## src/rtl/ram_arbiter_if.sv

```systemverilog
// Bundle between two requesters, the shared bus/RAM and the arbiter.
// The arbiter uses the slave view; whoever drives requests uses the master view.
interface ram_arbiter_if #(
  parameter int DATA_WIDTH = 8,
  parameter int ADDR_WIDTH = 8
);
  logic [1:0]            i_REQ;
  logic [1:0]            i_WE;
  logic [ADDR_WIDTH-1:0] i_ADDR0;
  logic [ADDR_WIDTH-1:0] i_ADDR1;
  logic [DATA_WIDTH-1:0] i_WDATA0;
  logic [DATA_WIDTH-1:0] i_WDATA1;
  logic [DATA_WIDTH-1:0] i_BUS;

  logic [1:0]            o_GRANT;
  logic [1:0]            o_ACK;
  logic [DATA_WIDTH-1:0] o_RDATA;
  logic                  o_BUSY;
  logic [ADDR_WIDTH-1:0] o_MAR_DATA;
  logic                  o_RAM_READ_BUS;
  logic                  o_RAM_WRITE_BUS;
  logic                  o_BUS_DRIVE;
  logic [DATA_WIDTH-1:0] o_BUS_DATA;

  modport slave (
    input  i_REQ, i_WE, i_ADDR0, i_ADDR1, i_WDATA0, i_WDATA1, i_BUS,
    output o_GRANT, o_ACK, o_RDATA, o_BUSY, o_MAR_DATA,
           o_RAM_READ_BUS, o_RAM_WRITE_BUS, o_BUS_DRIVE, o_BUS_DATA
  );

  modport master (
    output i_REQ, i_WE, i_ADDR0, i_ADDR1, i_WDATA0, i_WDATA1, i_BUS,
    input  o_GRANT, o_ACK, o_RDATA, o_BUSY, o_MAR_DATA,
           o_RAM_READ_BUS, o_RAM_WRITE_BUS, o_BUS_DRIVE, o_BUS_DATA
  );
endinterface

```

## src/rtl/ram_arbiter.sv

```systemverilog
// Two-requester RAM arbiter. Each transaction walks IDLE -> ADDR -> XFER -> DONE,
// ties alternate round-robin, and every output comes straight from a flop.
module ram_arbiter #(
  parameter int DATA_WIDTH = 8,
  parameter int ADDR_WIDTH = 8
) (
  input logic           i_CLOCK,
  input logic           i_RESET_N,
  ram_arbiter_if.slave  bus
);

  localparam logic [1:0] S_IDLE = 2'd0;
  localparam logic [1:0] S_ADDR = 2'd1;
  localparam logic [1:0] S_XFER = 2'd2;
  localparam logic [1:0] S_DONE = 2'd3;

  logic [1:0]            state_q,       state_d;
  logic                  lastOwner_q,   lastOwner_d;
  logic                  we_q,          we_d;
  logic [DATA_WIDTH-1:0] wdata_q,       wdata_d;
  logic [1:0]            grant_q,       grant_d;
  logic [1:0]            ack_q,         ack_d;
  logic                  busy_q,        busy_d;
  logic [ADDR_WIDTH-1:0] mar_q,         mar_d;
  logic [DATA_WIDTH-1:0] rdata_q,       rdata_d;
  logic                  ramReadBus_q,  ramReadBus_d;
  logic                  ramWriteBus_q, ramWriteBus_d;
  logic                  busDrive_q,    busDrive_d;
  logic [DATA_WIDTH-1:0] busData_q,     busData_d;
  logic                  nextOwner;

  // Requester 1 wins when it asks alone, or on a tie when requester 0 went last.
  assign nextOwner = bus.i_REQ[1] && (!bus.i_REQ[0] || (lastOwner_q == 1'b0));

  // Next-state and next-output logic; strobes and ack default low so each lasts one cycle.
  always_comb begin
    state_d       = state_q;
    lastOwner_d   = lastOwner_q;
    we_d          = we_q;
    wdata_d       = wdata_q;
    grant_d       = grant_q;
    ack_d         = 2'b00;
    busy_d        = busy_q;
    mar_d         = mar_q;
    rdata_d       = rdata_q;
    ramReadBus_d  = 1'b0;
    ramWriteBus_d = 1'b0;
    busDrive_d    = 1'b0;
    busData_d     = '0;
    case (state_q)
      S_IDLE: begin
        if (|bus.i_REQ) begin
          lastOwner_d = nextOwner;
          we_d        = bus.i_WE[nextOwner];
          mar_d       = nextOwner ? bus.i_ADDR1  : bus.i_ADDR0;
          wdata_d     = nextOwner ? bus.i_WDATA1 : bus.i_WDATA0;
          grant_d     = nextOwner ? 2'b10 : 2'b01;
          busy_d      = 1'b1;
          state_d     = S_ADDR;
        end
      end
      S_ADDR: begin
        state_d = S_XFER;
        if (we_q) begin
          ramReadBus_d = 1'b1;
          busDrive_d   = 1'b1;
          busData_d    = wdata_q;
        end else begin
          ramWriteBus_d = 1'b1;
        end
      end
      S_XFER: begin
        state_d = S_DONE;
        ack_d   = grant_q;
        if (!we_q) begin
          rdata_d = bus.i_BUS;
        end
      end
      default: begin
        state_d = S_IDLE;
        grant_d = 2'b00;
        busy_d  = 1'b0;
      end
    endcase
  end

  // State and output registers; reset clears everything and makes requester 0 win the first tie.
  always_ff @(posedge i_CLOCK or negedge i_RESET_N) begin
    if (!i_RESET_N) begin
      state_q       <= S_IDLE;
      lastOwner_q   <= 1'b1;
      we_q          <= 1'b0;
      wdata_q       <= '0;
      grant_q       <= 2'b00;
      ack_q         <= 2'b00;
      busy_q        <= 1'b0;
      mar_q         <= '0;
      rdata_q       <= '0;
      ramReadBus_q  <= 1'b0;
      ramWriteBus_q <= 1'b0;
      busDrive_q    <= 1'b0;
      busData_q     <= '0;
    end else begin
      state_q       <= state_d;
      lastOwner_q   <= lastOwner_d;
      we_q          <= we_d;
      wdata_q       <= wdata_d;
      grant_q       <= grant_d;
      ack_q         <= ack_d;
      busy_q        <= busy_d;
      mar_q         <= mar_d;
      rdata_q       <= rdata_d;
      ramReadBus_q  <= ramReadBus_d;
      ramWriteBus_q <= ramWriteBus_d;
      busDrive_q    <= busDrive_d;
      busData_q     <= busData_d;
    end
  end

  assign bus.o_GRANT         = grant_q;
  assign bus.o_ACK           = ack_q;
  assign bus.o_RDATA         = rdata_q;
  assign bus.o_BUSY          = busy_q;
  assign bus.o_MAR_DATA      = mar_q;
  assign bus.o_RAM_READ_BUS  = ramReadBus_q;
  assign bus.o_RAM_WRITE_BUS = ramWriteBus_q;
  assign bus.o_BUS_DRIVE     = busDrive_q;
  assign bus.o_BUS_DATA      = busData_q;

endmodule

```

## src/flat_wrapper.sv

```systemverilog
// flat-port wrapper written by rule: the top's interface ports become plain ports
module ram_arbiter_flat 
#(
  parameter int DATA_WIDTH = 8,
  parameter int ADDR_WIDTH = 8
)
  (i_CLOCK, i_RESET_N, bus_i_REQ, bus_i_WE, bus_i_ADDR0, bus_i_ADDR1, bus_i_WDATA0, bus_i_WDATA1, bus_i_BUS, bus_o_GRANT, bus_o_ACK, bus_o_RDATA, bus_o_BUSY, bus_o_MAR_DATA, bus_o_RAM_READ_BUS, bus_o_RAM_WRITE_BUS, bus_o_BUS_DRIVE, bus_o_BUS_DATA);
  ram_arbiter_if #(.DATA_WIDTH(DATA_WIDTH), .ADDR_WIDTH(ADDR_WIDTH)) bus_i ();
  input logic i_CLOCK;
  input logic i_RESET_N;
  input wire logic [$bits(bus_i.i_REQ)-1:0] bus_i_REQ;
  input wire logic [$bits(bus_i.i_WE)-1:0] bus_i_WE;
  input wire logic [$bits(bus_i.i_ADDR0)-1:0] bus_i_ADDR0;
  input wire logic [$bits(bus_i.i_ADDR1)-1:0] bus_i_ADDR1;
  input wire logic [$bits(bus_i.i_WDATA0)-1:0] bus_i_WDATA0;
  input wire logic [$bits(bus_i.i_WDATA1)-1:0] bus_i_WDATA1;
  input wire logic [$bits(bus_i.i_BUS)-1:0] bus_i_BUS;
  output wire logic [$bits(bus_i.o_GRANT)-1:0] bus_o_GRANT;
  output wire logic [$bits(bus_i.o_ACK)-1:0] bus_o_ACK;
  output wire logic [$bits(bus_i.o_RDATA)-1:0] bus_o_RDATA;
  output wire logic [$bits(bus_i.o_BUSY)-1:0] bus_o_BUSY;
  output wire logic [$bits(bus_i.o_MAR_DATA)-1:0] bus_o_MAR_DATA;
  output wire logic [$bits(bus_i.o_RAM_READ_BUS)-1:0] bus_o_RAM_READ_BUS;
  output wire logic [$bits(bus_i.o_RAM_WRITE_BUS)-1:0] bus_o_RAM_WRITE_BUS;
  output wire logic [$bits(bus_i.o_BUS_DRIVE)-1:0] bus_o_BUS_DRIVE;
  output wire logic [$bits(bus_i.o_BUS_DATA)-1:0] bus_o_BUS_DATA;
  assign bus_i.i_REQ = bus_i_REQ;
  assign bus_i.i_WE = bus_i_WE;
  assign bus_i.i_ADDR0 = bus_i_ADDR0;
  assign bus_i.i_ADDR1 = bus_i_ADDR1;
  assign bus_i.i_WDATA0 = bus_i_WDATA0;
  assign bus_i.i_WDATA1 = bus_i_WDATA1;
  assign bus_i.i_BUS = bus_i_BUS;
  assign bus_o_GRANT = bus_i.o_GRANT;
  assign bus_o_ACK = bus_i.o_ACK;
  assign bus_o_RDATA = bus_i.o_RDATA;
  assign bus_o_BUSY = bus_i.o_BUSY;
  assign bus_o_MAR_DATA = bus_i.o_MAR_DATA;
  assign bus_o_RAM_READ_BUS = bus_i.o_RAM_READ_BUS;
  assign bus_o_RAM_WRITE_BUS = bus_i.o_RAM_WRITE_BUS;
  assign bus_o_BUS_DRIVE = bus_i.o_BUS_DRIVE;
  assign bus_o_BUS_DATA = bus_i.o_BUS_DATA;
  ram_arbiter #(.DATA_WIDTH(DATA_WIDTH), .ADDR_WIDTH(ADDR_WIDTH)) u_core (.i_CLOCK(i_CLOCK), .i_RESET_N(i_RESET_N), .bus(bus_i));
endmodule
```

## config.mk

```make
export PLATFORM = sky130hd
export DESIGN_NAME = ram_arbiter_flat
export DESIGN_NICKNAME = d
export VERILOG_FILES = /design/src/rtl/ram_arbiter_if.sv /design/src/rtl/ram_arbiter.sv /design/src/flat_wrapper.sv
export SDC_FILE = /design/constraint.sdc
export NUM_CORES = 1
export LEC_CHECK = 0
export BUFFER_PORTS_ARGS = -buffer_cell sky130_fd_sc_hd__buf_2
export CORE_ASPECT_RATIO = 1.1
export CORE_UTILIZATION = 25
export DETAILED_ROUTE_END_ITERATION = 8
export PLACE_DENSITY = 0.51
export SLEW_MARGIN = 25
export SYNTH_ARGS = -nofsm -noshare
export SYNTH_HDL_FRONTEND = slang
export SYNTH_SLANG_ARGS = --single-unit
```

## constraint.sdc

```tcl
create_clock -name i_CLOCK -period 2.1 [get_ports i_CLOCK]
set_input_delay 0.63 -clock i_CLOCK [delete_from_list [all_inputs] [get_ports i_CLOCK]]
set_output_delay 0.63 -clock i_CLOCK [all_outputs]
set_load 0.005 [all_outputs]
```

==> reports/results.ini <==
[routing]
drc = 10
vias = 1474
via_per_inst = 4.41
drt_iter0_drc = 59
routed_wl_um = 4240
drtPass1Iterations = 6
wl_per_cell_um = 12.7
drtAntennaViolNets = 0

[finish]
drive_gt1_frac = 0.382
fin_util = 0.340
syn2layout_area_growth_pct = 29.8
fill_cells = 776
antennaDiodeCount = 0
final_nets = 300

[worst_setup_path]
start_kind = flop
crit_fanout = 7
arrival_ns = 1.85
required_ns = 2.28
regToRegSetupSlack_ns = 0.43
end_kind = flop
path_class = reg -> reg

[yosys]
ys_seq_area_frac = 0.577
synth_warnings = 0
yosysTopAreaCell = dfrtp_1
synthMostInstantiatedCell = dfrtp_1
synth_ff_type = dfrtp_1
ys_async_sr_fraction = 1.00
ys_types = 30
syn_inst = 171
syn_area_um2 = 1870
yosysTopAreaCellShare = 0.563
ys_top_cells_by_count = dfrtp_1, nand2_1, nor2_1
synth_edf_count = 0
synthTopCellsByArea = dfrtp_1, nand2_1, a31oi_1
synth_nets = 223
ys_seq_elements = 43
syn_avg_cell_area_um2 = 10.9

[flow_run]
cap_violations = 0

[sta]
max_clock_freq_mhz = 599
tightest_slew_ns = 0.544
finalHoldViolCount = 0
rsz0062_at_grt = no
fin_setup_tns_ns = 0
min_period_over_period = 0.794
fin_ws_ns = 0.432
relSlewSlack = 0.637
layout_min_cycle_time_ns = 1.67
setup_viol = 0
drv_slew = 0
final.setup_skew_ns = 0.00316

[die]
core_area_um2 = 7130
fp.dieH_um = 92.6
std_cell_rows = 32
pin_count = 78
dieArea_um2 = 7820
dieWidth_um = 84.4
initial_core_util = 0.262

[clock_tree]
cts_root_buf = clkbuf_8
cts_tree = done
h-tree-depth = 2
clock_latency_ns = 0.29
cts_buffers = 5
cts.repair.resized = 0
cts_max_path_buffers = 2
cts.sinks = 43
holdBufCountCts = 0
clkSlewWorstSetupHoldPaths_ns = 0.08
post_cts_buffers = 0

[hold_path]
hp-class = in -> async

[place]
dp_hpwl_um = 3000
dp_slack_ns = 0.437
routabilityCongestion = 0.736
port_buffers = 77

[grt]
grt_pass1_vias = 1468
antenna_found_initial = 0
grt.total_usage = 0.116
overflow = 0
grt_max_degree = 44
grt_pass1_wl_um = 7020

[power_and_ir_drop]
p_per_area_nw_per_um2 = 1350
power_mw = 3.26
leakagePower_nw = 1.26
worst_ir_drop_vdd_mv = 0.559

[outcome]
status = complete, but fails checks
violations = design-rule violations

path summary, 6_finish.rpt:
path,cells after the start,start,to
setup / recovery,5,u_core.state_q[0],u_core.bus.o_BUSY
hold / removal,2,i_RESET_N,u_core.bus.o_MAR_DATA[1]
setup reg to reg,5,u_core.state_q[0],u_core.bus.o_BUSY
hold reg to reg,1,u_core.bus.o_RDATA[4],u_core.bus.o_RDATA[4]
max in group asynchronous,2,i_RESET_N,u_core.lastOwner_q
min in group i_CLOCK,1,u_core.bus.o_RDATA[4],u_core.bus.o_RDATA[4]
placed cells by master (no fill, tap or decap), drive strengths merged:
cell type	synthesis	final
o22ai	1	1
a21bo	1	1
nand2	35	35
clkbuf	1	6
buf	10	81
o21ai	2	2
clkinv	0	1
nand3	1	1
nor2	19	19
and2b	1	1
nor2b	2	2
a22o	1	1
or2b	1	1
a31oi	18	18
bufinv	0	1
dfrtp	42	42
o31ai	1	1
inv	3	3
and2	3	3
mux2	10	10
nor3b	1	1
dfstp	1	1
o21a	1	1
a21oi	1	1
ha	6	6
and3	8	8
a21boi	1	1
per-layer routing:
layer / GRT usage / up-vias / wire length [um]
met5: 0 / - / 0
met4: 0.0508 / 0 / 75
met3: 0.0285 / 6 / 197
met2: 0.204 / 36 / 2110
met1: 0.134 / 704 / 1850
li1: - / 728 / -
cell families (layout without fill, tap and decap cells):
| kind of cell | after synthesis | in the layout | synth area share |
|---|---|---|---|
| AOI/OAI and AO/OA | 27 | 27 | 0.0999 |
| muxes | 10 | 10 | 0.0623 |
| adders and majority gates | 6 | 6 | 0.0402 |
| DFF | 43 | 43 | 0.577 |
| and+or+nand+nor | 71 | 71 | 0.170 |
| buffers and inverters | 14 | 92 | 0.0503 |
area by class of cell:
cell class              count  area (um^2)  area share
flip-flops and latches     43         1080       0.445
multi-input cells         114          696       0.287
repair buffers             81          415       0.171
well taps                  85          106      0.0439
clock buffers               6         82.6      0.0341
clock inverters             2         35.0      0.0145
inverters                   3         11.3     0.00465
power breakdown:
part	switching [mW]	internal, mW	leakage (nW)	total, mW
clock	0.284	0.385	0.0612	0.669
sequential	0.207	1.20	0.521	1.41
combinational	0.595	0.593	0.674	1.19
per-stage QoR:
stage	hold slack (ns)	cells	cell area (um^2)
finish	0.399	334	2420
global route	0.450	334	2420
CTS	0.417	334	2420
detailed placement	0.474	326	2310
global placement	0.462	326	2310
floorplan	0.334	171	1870
worst max-delay path, cell delays in order, from the launching register on:
cell and delay (ns):
dfrtp_1 0.44, inv_1 0.12, ha_1 0.28, nor3b_2 0.32, nor2_1 0.10, mux2_4 0.30
flip-flops by register name (all words and copies together), names as in the netlist:
signal / cells
u_core.wdata_q: 8
u_core.bus.o_ACK: 2
u_core.bus.o_BUS_DATA: 8
u_core.bus.o_RAM_READ_BUS: 1
u_core.bus.o_RAM_WRITE_BUS: 1
u_core.bus.o_MAR_DATA: 8
u_core.state_q: 2
u_core.lastOwner_q: 1
u_core.bus.o_BUSY: 1
u_core.bus.o_GRANT: 2
u_core.bus.o_RDATA: 8
u_core.we_q: 1
No activity file was read; power rests on OpenSTA's default activity.
